[src/rtl/delay_tap_sequencer.sv]
// Per-channel VAR_LOAD sequencer for IDELAYE3/ODELAYE3: scan-in taps, load one channel at a time, scan out readback.
// The serial output is named sdo because "do" is a reserved word in SystemVerilog.
module delay_tap_sequencer #(
  parameter int CHANNELS      = 8,
  parameter int CNT_W         = 9,
  parameter int VTC_WAIT      = 8,
  parameter int SETTLE_CYCLES = 16,
  parameter int RDY_TIMEOUT   = 1024
) (
  input  logic                      clk,
  input  logic                      rst_n,
  input  logic                      di,
  input  logic                      stb,
  output logic                      sdo,
  input  logic                      rdy,
  output logic [CHANNELS*CNT_W-1:0] cntvaluein,
  output logic [CHANNELS-1:0]       load,
  output logic [CHANNELS-1:0]       en_vtc,
  input  logic [CHANNELS*CNT_W-1:0] cntvalueout,
  output logic                      busy,
  output logic                      done,
  output logic [CHANNELS:0]         err
);

  localparam int SW    = CHANNELS * CNT_W;
  localparam int OW    = SW + CHANNELS + 1;
  localparam int MAXA  = (VTC_WAIT > SETTLE_CYCLES) ? VTC_WAIT : SETTLE_CYCLES;
  localparam int MAXP  = (MAXA > RDY_TIMEOUT) ? MAXA : RDY_TIMEOUT;
  localparam int CW    = (MAXP > 1) ? $clog2(MAXP) : 1;
  localparam int CHW   = (CHANNELS > 1) ? $clog2(CHANNELS) : 1;

  localparam logic [CW-1:0]  VTC_LAST    = CW'(VTC_WAIT - 1);
  localparam logic [CW-1:0]  SETTLE_LAST = CW'(SETTLE_CYCLES - 1);
  localparam logic [CW-1:0]  RDY_LAST    = CW'(RDY_TIMEOUT - 1);
  localparam logic [CHW-1:0] CH_LAST     = CHW'(CHANNELS - 1);

  localparam logic [2:0] S_IDLE     = 3'd0;
  localparam logic [2:0] S_WAIT_RDY = 3'd1;
  localparam logic [2:0] S_VTC_OFF  = 3'd2;
  localparam logic [2:0] S_LOAD     = 3'd3;
  localparam logic [2:0] S_SETTLE   = 3'd4;
  localparam logic [2:0] S_CHECK    = 3'd5;
  localparam logic [2:0] S_VTC_ON   = 3'd6;
  localparam logic [2:0] S_DONE     = 3'd7;

  logic [2:0]          state;
  logic [CHW-1:0]      ch;
  logic [CW-1:0]       cnt;
  logic [SW-1:0]       sin_shr;
  logic [SW-1:0]       target;
  logic [SW-1:0]       rb;
  logic [OW-1:0]       sout_shr;
  logic [CHANNELS-1:0] err_ch;
  logic                err_rdy;

  always_ff @(posedge clk or negedge rst_n) begin
    if (!rst_n) begin
      state    <= S_IDLE;
      ch       <= '0;
      cnt      <= '0;
      sin_shr  <= '0;
      target   <= '0;
      rb       <= '0;
      sout_shr <= '0;
      err_ch   <= '0;
      err_rdy  <= 1'b0;
    end else begin
      sin_shr <= {sin_shr[SW-2:0], di};
      if (state == S_IDLE) sout_shr <= {sout_shr[OW-2:0], 1'b0};

      case (state)
        S_IDLE: begin
          if (stb) begin
            target  <= sin_shr;
            err_ch  <= '0;
            err_rdy <= 1'b0;
            cnt     <= '0;
            state   <= S_WAIT_RDY;
          end
        end
        S_WAIT_RDY: begin
          if (rdy) begin
            ch    <= '0;
            cnt   <= '0;
            state <= S_VTC_OFF;
          end else if (cnt == RDY_LAST) begin
            err_rdy <= 1'b1;
            state   <= S_DONE;
          end else begin
            cnt <= cnt + 1'b1;
          end
        end
        S_DONE: begin
          sout_shr <= {rb, err_rdy, err_ch};
          state    <= S_IDLE;
        end
        default: begin
          // Losing rdy anywhere in the per-channel sequence aborts through DONE,
          // which releases en_vtc and reports the partial result.
          if (!rdy) begin
            err_rdy <= 1'b1;
            state   <= S_DONE;
          end else begin
            case (state)
              S_VTC_OFF: begin
                if (cnt == VTC_LAST) begin
                  cnt   <= '0;
                  state <= S_LOAD;
                end else begin
                  cnt <= cnt + 1'b1;
                end
              end
              S_LOAD: begin
                cnt   <= '0;
                state <= S_SETTLE;
              end
              S_SETTLE: begin
                if (cnt == SETTLE_LAST) begin
                  cnt   <= '0;
                  state <= S_CHECK;
                end else begin
                  cnt <= cnt + 1'b1;
                end
              end
              S_CHECK: begin
                rb[ch*CNT_W +: CNT_W] <= cntvalueout[ch*CNT_W +: CNT_W];
                if (cntvalueout[ch*CNT_W +: CNT_W] != target[ch*CNT_W +: CNT_W])
                  err_ch[ch] <= 1'b1;
                state <= S_VTC_ON;
              end
              S_VTC_ON: begin
                cnt <= '0;
                if (ch == CH_LAST) begin
                  state <= S_DONE;
                end else begin
                  ch    <= ch + 1'b1;
                  state <= S_VTC_OFF;
                end
              end
              default: state <= S_IDLE;
            endcase
          end
        end
      endcase
    end
  end

  // Decoded from state so an asynchronous reset releases en_vtc and load at once.
  always_comb begin
    en_vtc = '1;
    load   = '0;
    if (state == S_VTC_OFF || state == S_LOAD || state == S_SETTLE || state == S_CHECK)
      en_vtc[ch] = 1'b0;
    if (state == S_LOAD)
      load[ch] = 1'b1;
  end

  assign busy       = (state != S_IDLE);
  assign done       = (state == S_DONE);
  assign sdo        = sout_shr[OW-1];
  assign cntvaluein = target;
  assign err        = {err_rdy, err_ch};

endmodule

[config.mk]
export PLATFORM = sky130hd
export DESIGN_NAME = delay_tap_sequencer
export DESIGN_NICKNAME = d
export VERILOG_FILES = /design/src/rtl/delay_tap_sequencer.sv
export SDC_FILE = /design/constraint.sdc
export NUM_CORES = 1
export LEC_CHECK = 0
export CORE_AREA = 2 2 179 181
export DETAILED_ROUTE_END_ITERATION = 10
export DIE_AREA = 0 0 181 183
export HOLD_SLACK_MARGIN = 0.03
export PLACE_DENSITY = 0.78
export SETUP_SLACK_MARGIN = 0.2
export SYNTH_ARGS = -nofsm -noshare
export SYNTH_HDL_FRONTEND = slang
export SYNTH_SLANG_ARGS = --single-unit
[constraint.sdc]
create_clock -name clk -period 7.9 [get_ports clk]
set_clock_uncertainty 0.1 [all_clocks]
set_input_delay 1.58 -clock clk [delete_from_list [all_inputs] [get_ports clk]]
set_output_delay 1.58 -clock clk [all_outputs]
set_load 0.05 [all_outputs]
==> load_flow_metrics.sql <==
INSERT INTO impl_metrics (metric_group, metric, value, unit) VALUES
('die', 'dieWidth', '181', 'um'),
('final_layout', 'fin_nets', '1526', ''),
('synthesis', 'async_reset_ff_share', '100.0', '%'),
('die', 'fp.dieArea', '0.03312', 'mm2'),
('clocking', 'clk_path_buf_depth', '3', ''),
('die', 'die-height', '183', 'um'),
('clocking', 'clkTransAtPathRegs', '0.06', 'ns'),
('synthesis', 'syn_area', '0.01384', 'mm2'),
('routing', 'num_vias', '10350', ''),
('clocking', 'cts_resized', '0', ''),
('clocking', 'cts_post_setup_buffers_inserted', '0', ''),
('final_layout', 'drive_gt1_share', '9.475', '%'),
('final_layout', 'flow.area_growth_from_synthesis', '22.51', '%'),
('timing', 'number_of_setup_violations_in_the_final_report', '0', ''),
('critical_path', 'critical_path.startpoint_type', 'flip-flop', ''),
('placed_design', 'post-place-ws', '3.405', 'ns'),
('die', 'core_region_area', '0.03123', 'mm2'),
('routing', 'avgRoutedWirePerCell', '19.99', 'um'),
('global_route', 'first_global_vias', '10470', ''),
('global_route', 'grt_max_degree', '131', ''),
('routing', 'drt-initial-drc-count', '953', ''),
('pwr', 'power.density_cell_area', '376.7', 'mW/mm2'),
('global_route', 'grtUsageTotal', '22.76', '%'),
('pwr', 'vdd.ir_drop.worst', '0.2969', 'mV'),
('global_route', 'antenna_found_initial', '3', ''),
('critical_path', 'critPathCaptureType', 'output pin', ''),
('clocking', 'clock-root-buffer', 'sky130_fd_sc_hd__clkbuf_16', ''),
('timing', 'tightest_slew', '1.013', 'ns'),
('clocking', 'ctsHtreeMaxLevel', '1', ''),
('critical_path', 'critical-path-slowest-cell', 'sky130_fd_sc_hd__clkdlybuf4s50_1', ''),
('global_route', 'global_route.overflow_total', '0', ''),
('critical_path', 'critPathMaxFanout', '35', ''),
('timing', 'slew_viol_final', '0', ''),
('timing', 'period_utilization_post_route', '62.89', '%'),
('synthesis', 'syn_area_per_cell', '10.65', 'um2'),
('job', 'maxCapViolations', '0', ''),
('synthesis', 'synth_cells', '1300', ''),
('die', 'initial_utilization', '44.31', '%'),
('die', 'std_cell_rows', '65', ''),
('timing', 'rsz_0062_raised_after_global_routing', 'false', ''),
('worst_hold_path', 'hold_class', 'flip-flop to flip-flop', ''),
('synthesis', 'synthDistinctLibCells', '59', ''),
('timing', 'hold_slack', '0.2718', 'ns'),
('placed_design', 'port_buffers', '176', ''),
('timing', 'period_minus_slack', '4.968', 'ns'),
('routing', 'first_pass_iters', '5', ''),
('critical_path', 'worst_ep_required_time', '6.22', 'ns'),
('routing', 'vias_per_cell', '5.539', ''),
('critical_path', 'timing.critical_path.slowest_cell_delay', '0.83', 'ns'),
('critical_path', 'crit_family', 'buffers and inverters', ''),
('synthesis', 'number_of_enable_flip_flop_cells_after_synthesis', '0', ''),
('placed_design', 'globalplace.congestion', '0.9188', ''),
('clocking', 'clock_sinks', '322', ''),
('pwr', 'power.total', '6387', 'uW'),
('synthesis', 'synth-main-ff-cell', 'sky130_fd_sc_hd__dfrtp_1', ''),
('synthesis', 'ys.warnings.count', '0', ''),
('critical_path', 'worstSetupPathType', 'flip-flop to output pin', ''),
('timing', 'layout_setup_ws', '2.932', 'ns'),
('synthesis', 'synth.net_count', '1383', ''),
('timing', 'clock.fmax', '0.2013', 'GHz'),
('final_layout', 'antenna-diode-count', '0', ''),
('pwr', 'power.static_leakage', '0.008167', 'uW'),
('timing', 'post_route_setup_tns', '0', 'ns'),
('run_status', 'run_status', 'finished, final reports clean', ''),
('timing', 'slew_headroom', '30.53', '%'),
('critical_path', 'critPathArrivalTime', '3.29', 'ns'),
('clocking', 'cts_tree', 'yes', ''),
('critical_path', 'critPathBufInv', '2', ''),
('routing', 'detail_route.wirelength', '37350', 'um'),
('timing', 'hold_violations_final', '0', ''),
('routing', 'drtAntennaViolNets', '0', ''),
('critical_path', 'worst_path_cell_trace', 'buf_4 > nor2b_1 > nand2_1 > nor2_1 > clkdlybuf4s50_1', ''),
('placed_design', 'post-dp-hpwl', '25350', 'um'),
('synthesis', 'ys_seq_area_share', '58.22', '%'),
('die', 'io_pins', '177', ''),
('global_route', 'grt_pass1_wl', '59300', 'um'),
('clocking', 'insertion_delay', '0.57', 'ns'),
('clocking', 'numCtsBuffers', '31', ''),
('synthesis', 'synth.ff_latch_count', '322', ''),
('clocking', 'hold_buffer_count_at_cts', '0', ''),
('routing', 'drt_drc_violations_left', '0', '');
-- sequential cells by signal, indices dropped and copies added (netlist names) --
signal	cells
err_ch	8
ch	3
cnt	10
state	3
sout_shr	81
rb	72
sin_shr	72
cntvaluein	72
err_rdy	1
-- placed cells by master, fill, tap and decap left out, types with 12 or more instances in the layout --
cell                              instances
sky130_fd_sc_hd__clkbuf_16               31
sky130_fd_sc_hd__nand2_1                382
sky130_fd_sc_hd__xor2_1                  12
sky130_fd_sc_hd__mux2_2                  36
sky130_fd_sc_hd__a21oi_1                 13
sky130_fd_sc_hd__xnor2_1                 17
sky130_fd_sc_hd__o21ai_0                140
sky130_fd_sc_hd__clkdlybuf4s50_1        175
sky130_fd_sc_hd__nor2_1                  51
sky130_fd_sc_hd__mux2i_1                 99
sky130_fd_sc_hd__dfrtp_1                321
sky130_fd_sc_hd__mux4_2                  18
-- synthesized netlist by cell type, types with 3 or more instances --
master | instances | area (um2)
sky130_fd_sc_hd__xor2_1 | 12 | 105.1
sky130_fd_sc_hd__xnor2_1 | 17 | 148.9
sky130_fd_sc_hd__ha_1 | 6 | 75.07
sky130_fd_sc_hd__nand4_1 | 4 | 25.02
sky130_fd_sc_hd__or2_2 | 8 | 50.05
sky130_fd_sc_hd__o2bb2ai_1 | 4 | 35.03
sky130_fd_sc_hd__o21ai_0 | 140 | 700.7
sky130_fd_sc_hd__mux2_2 | 36 | 405.4
sky130_fd_sc_hd__mux2i_1 | 99 | 991.0
sky130_fd_sc_hd__a32o_1 | 4 | 40.04
sky130_fd_sc_hd__clkbuf_1 | 56 | 210.2
sky130_fd_sc_hd__a21oi_1 | 13 | 65.06
sky130_fd_sc_hd__mux2_1 | 4 | 45.04
sky130_fd_sc_hd__nor3_1 | 6 | 30.03
sky130_fd_sc_hd__o22a_1 | 3 | 26.28
sky130_fd_sc_hd__buf_1 | 7 | 26.28
sky130_fd_sc_hd__nand2_1 | 383 | 1438
sky130_fd_sc_hd__o22ai_1 | 3 | 18.77
sky130_fd_sc_hd__and3_1 | 5 | 31.28
sky130_fd_sc_hd__nor2b_1 | 4 | 25.02
sky130_fd_sc_hd__and2_1 | 3 | 18.77
sky130_fd_sc_hd__dfrtp_1 | 322 | 8058
sky130_fd_sc_hd__buf_6 | 3 | 33.78
sky130_fd_sc_hd__o31ai_1 | 7 | 52.55
sky130_fd_sc_hd__nor2_1 | 52 | 195.2
sky130_fd_sc_hd__nand3_1 | 10 | 50.05
sky130_fd_sc_hd__buf_2 | 8 | 40.04
sky130_fd_sc_hd__o21ai_1 | 6 | 30.03
sky130_fd_sc_hd__nand2b_1 | 8 | 50.05
sky130_fd_sc_hd__mux4_2 | 18 | 405.4
sky130_fd_sc_hd__inv_1 | 6 | 22.52
sky130_fd_sc_hd__a221oi_1 | 6 | 52.55
-- worst register-to-register path: cells and delay by family (launching register included) --
kind                     cells  cell delay [ns]
buffers and inverters        2             1.05
AND/OR/NAND/NOR              2             1.28
XOR/XNOR                     1             0.17
adder cells (fa/ha/maj)      1             0.34
flip-flops                   1             0.56
multiplexers                 1             0.45
-- area by class of cell --
class	instances	area, um2
fillers	2653	14270
repair buffers	187	1862
clock buffers	45	908.4
flip-flops and latches	322	8061
multi-input cells	893	5418
well taps	402	503.0
clock inverters	12	170.2
inverters	8	32.53
-- power by group --
part	internal [uW]	total [uW]	switching (uW)
Clock	925	1560	631
Combinational	857	2520	1670
Sequential	1990	2310	318
Total	3770	6390	2610
-- through the flow --
step	instance area, um2	cells	utilization (%)
global placement	15880	1812	50.84
CTS	16960	1869	54.29
finish	16960	1869	54.29
global route	16960	1869	54.29
detailed placement	15880	1812	50.84
floorplan	13840	1300	-
-- worst paths after layout --
check,startpoint,to,slack [ns],cells past startpoint
setup / recovery,ch[1],load[3],2.93,5
hold / removal,sin_shr[51],sin_shr[52],0.27,0
setup reg to reg,ch[0],rb[44],3.82,7
hold reg to reg,sin_shr[51],sin_shr[52],0.27,0
max in group asynchronous,rst_n,ch[0],5.07,2
min in group asynchronous,rst_n,cntvaluein[65],0.98,1
-- kinds of logic after synthesis --
kind of cell / Yosys count / share of synthesized area, %
and+or+nand+nor: 495 / 14.53
DFF: 322 / 58.22
AOI/OAI and AO/OA: 205 / 8.625
muxes: 158 / 13.53
buffers and inverters: 85 / 2.712
xor gates and xnor gates: 29 / 1.835
adders and majority gates: 6 / 0.5424
-- per-layer routing --
| metal | part of all wire (%) | GRT usage (%) | up-vias |
|---|---|---|---|
| li1 | - | - | 4689 |
| met1 | 40 | 28.48 | 5216 |
| met2 | 50 | 38.88 | 365 |
| met3 | 7.4 | 5.699 | 76 |
| met4 | 3.2 | 7.610 | 6 |
| met5 | 0.12 | 0 | - |
Power figures use the tool's default switching activity.
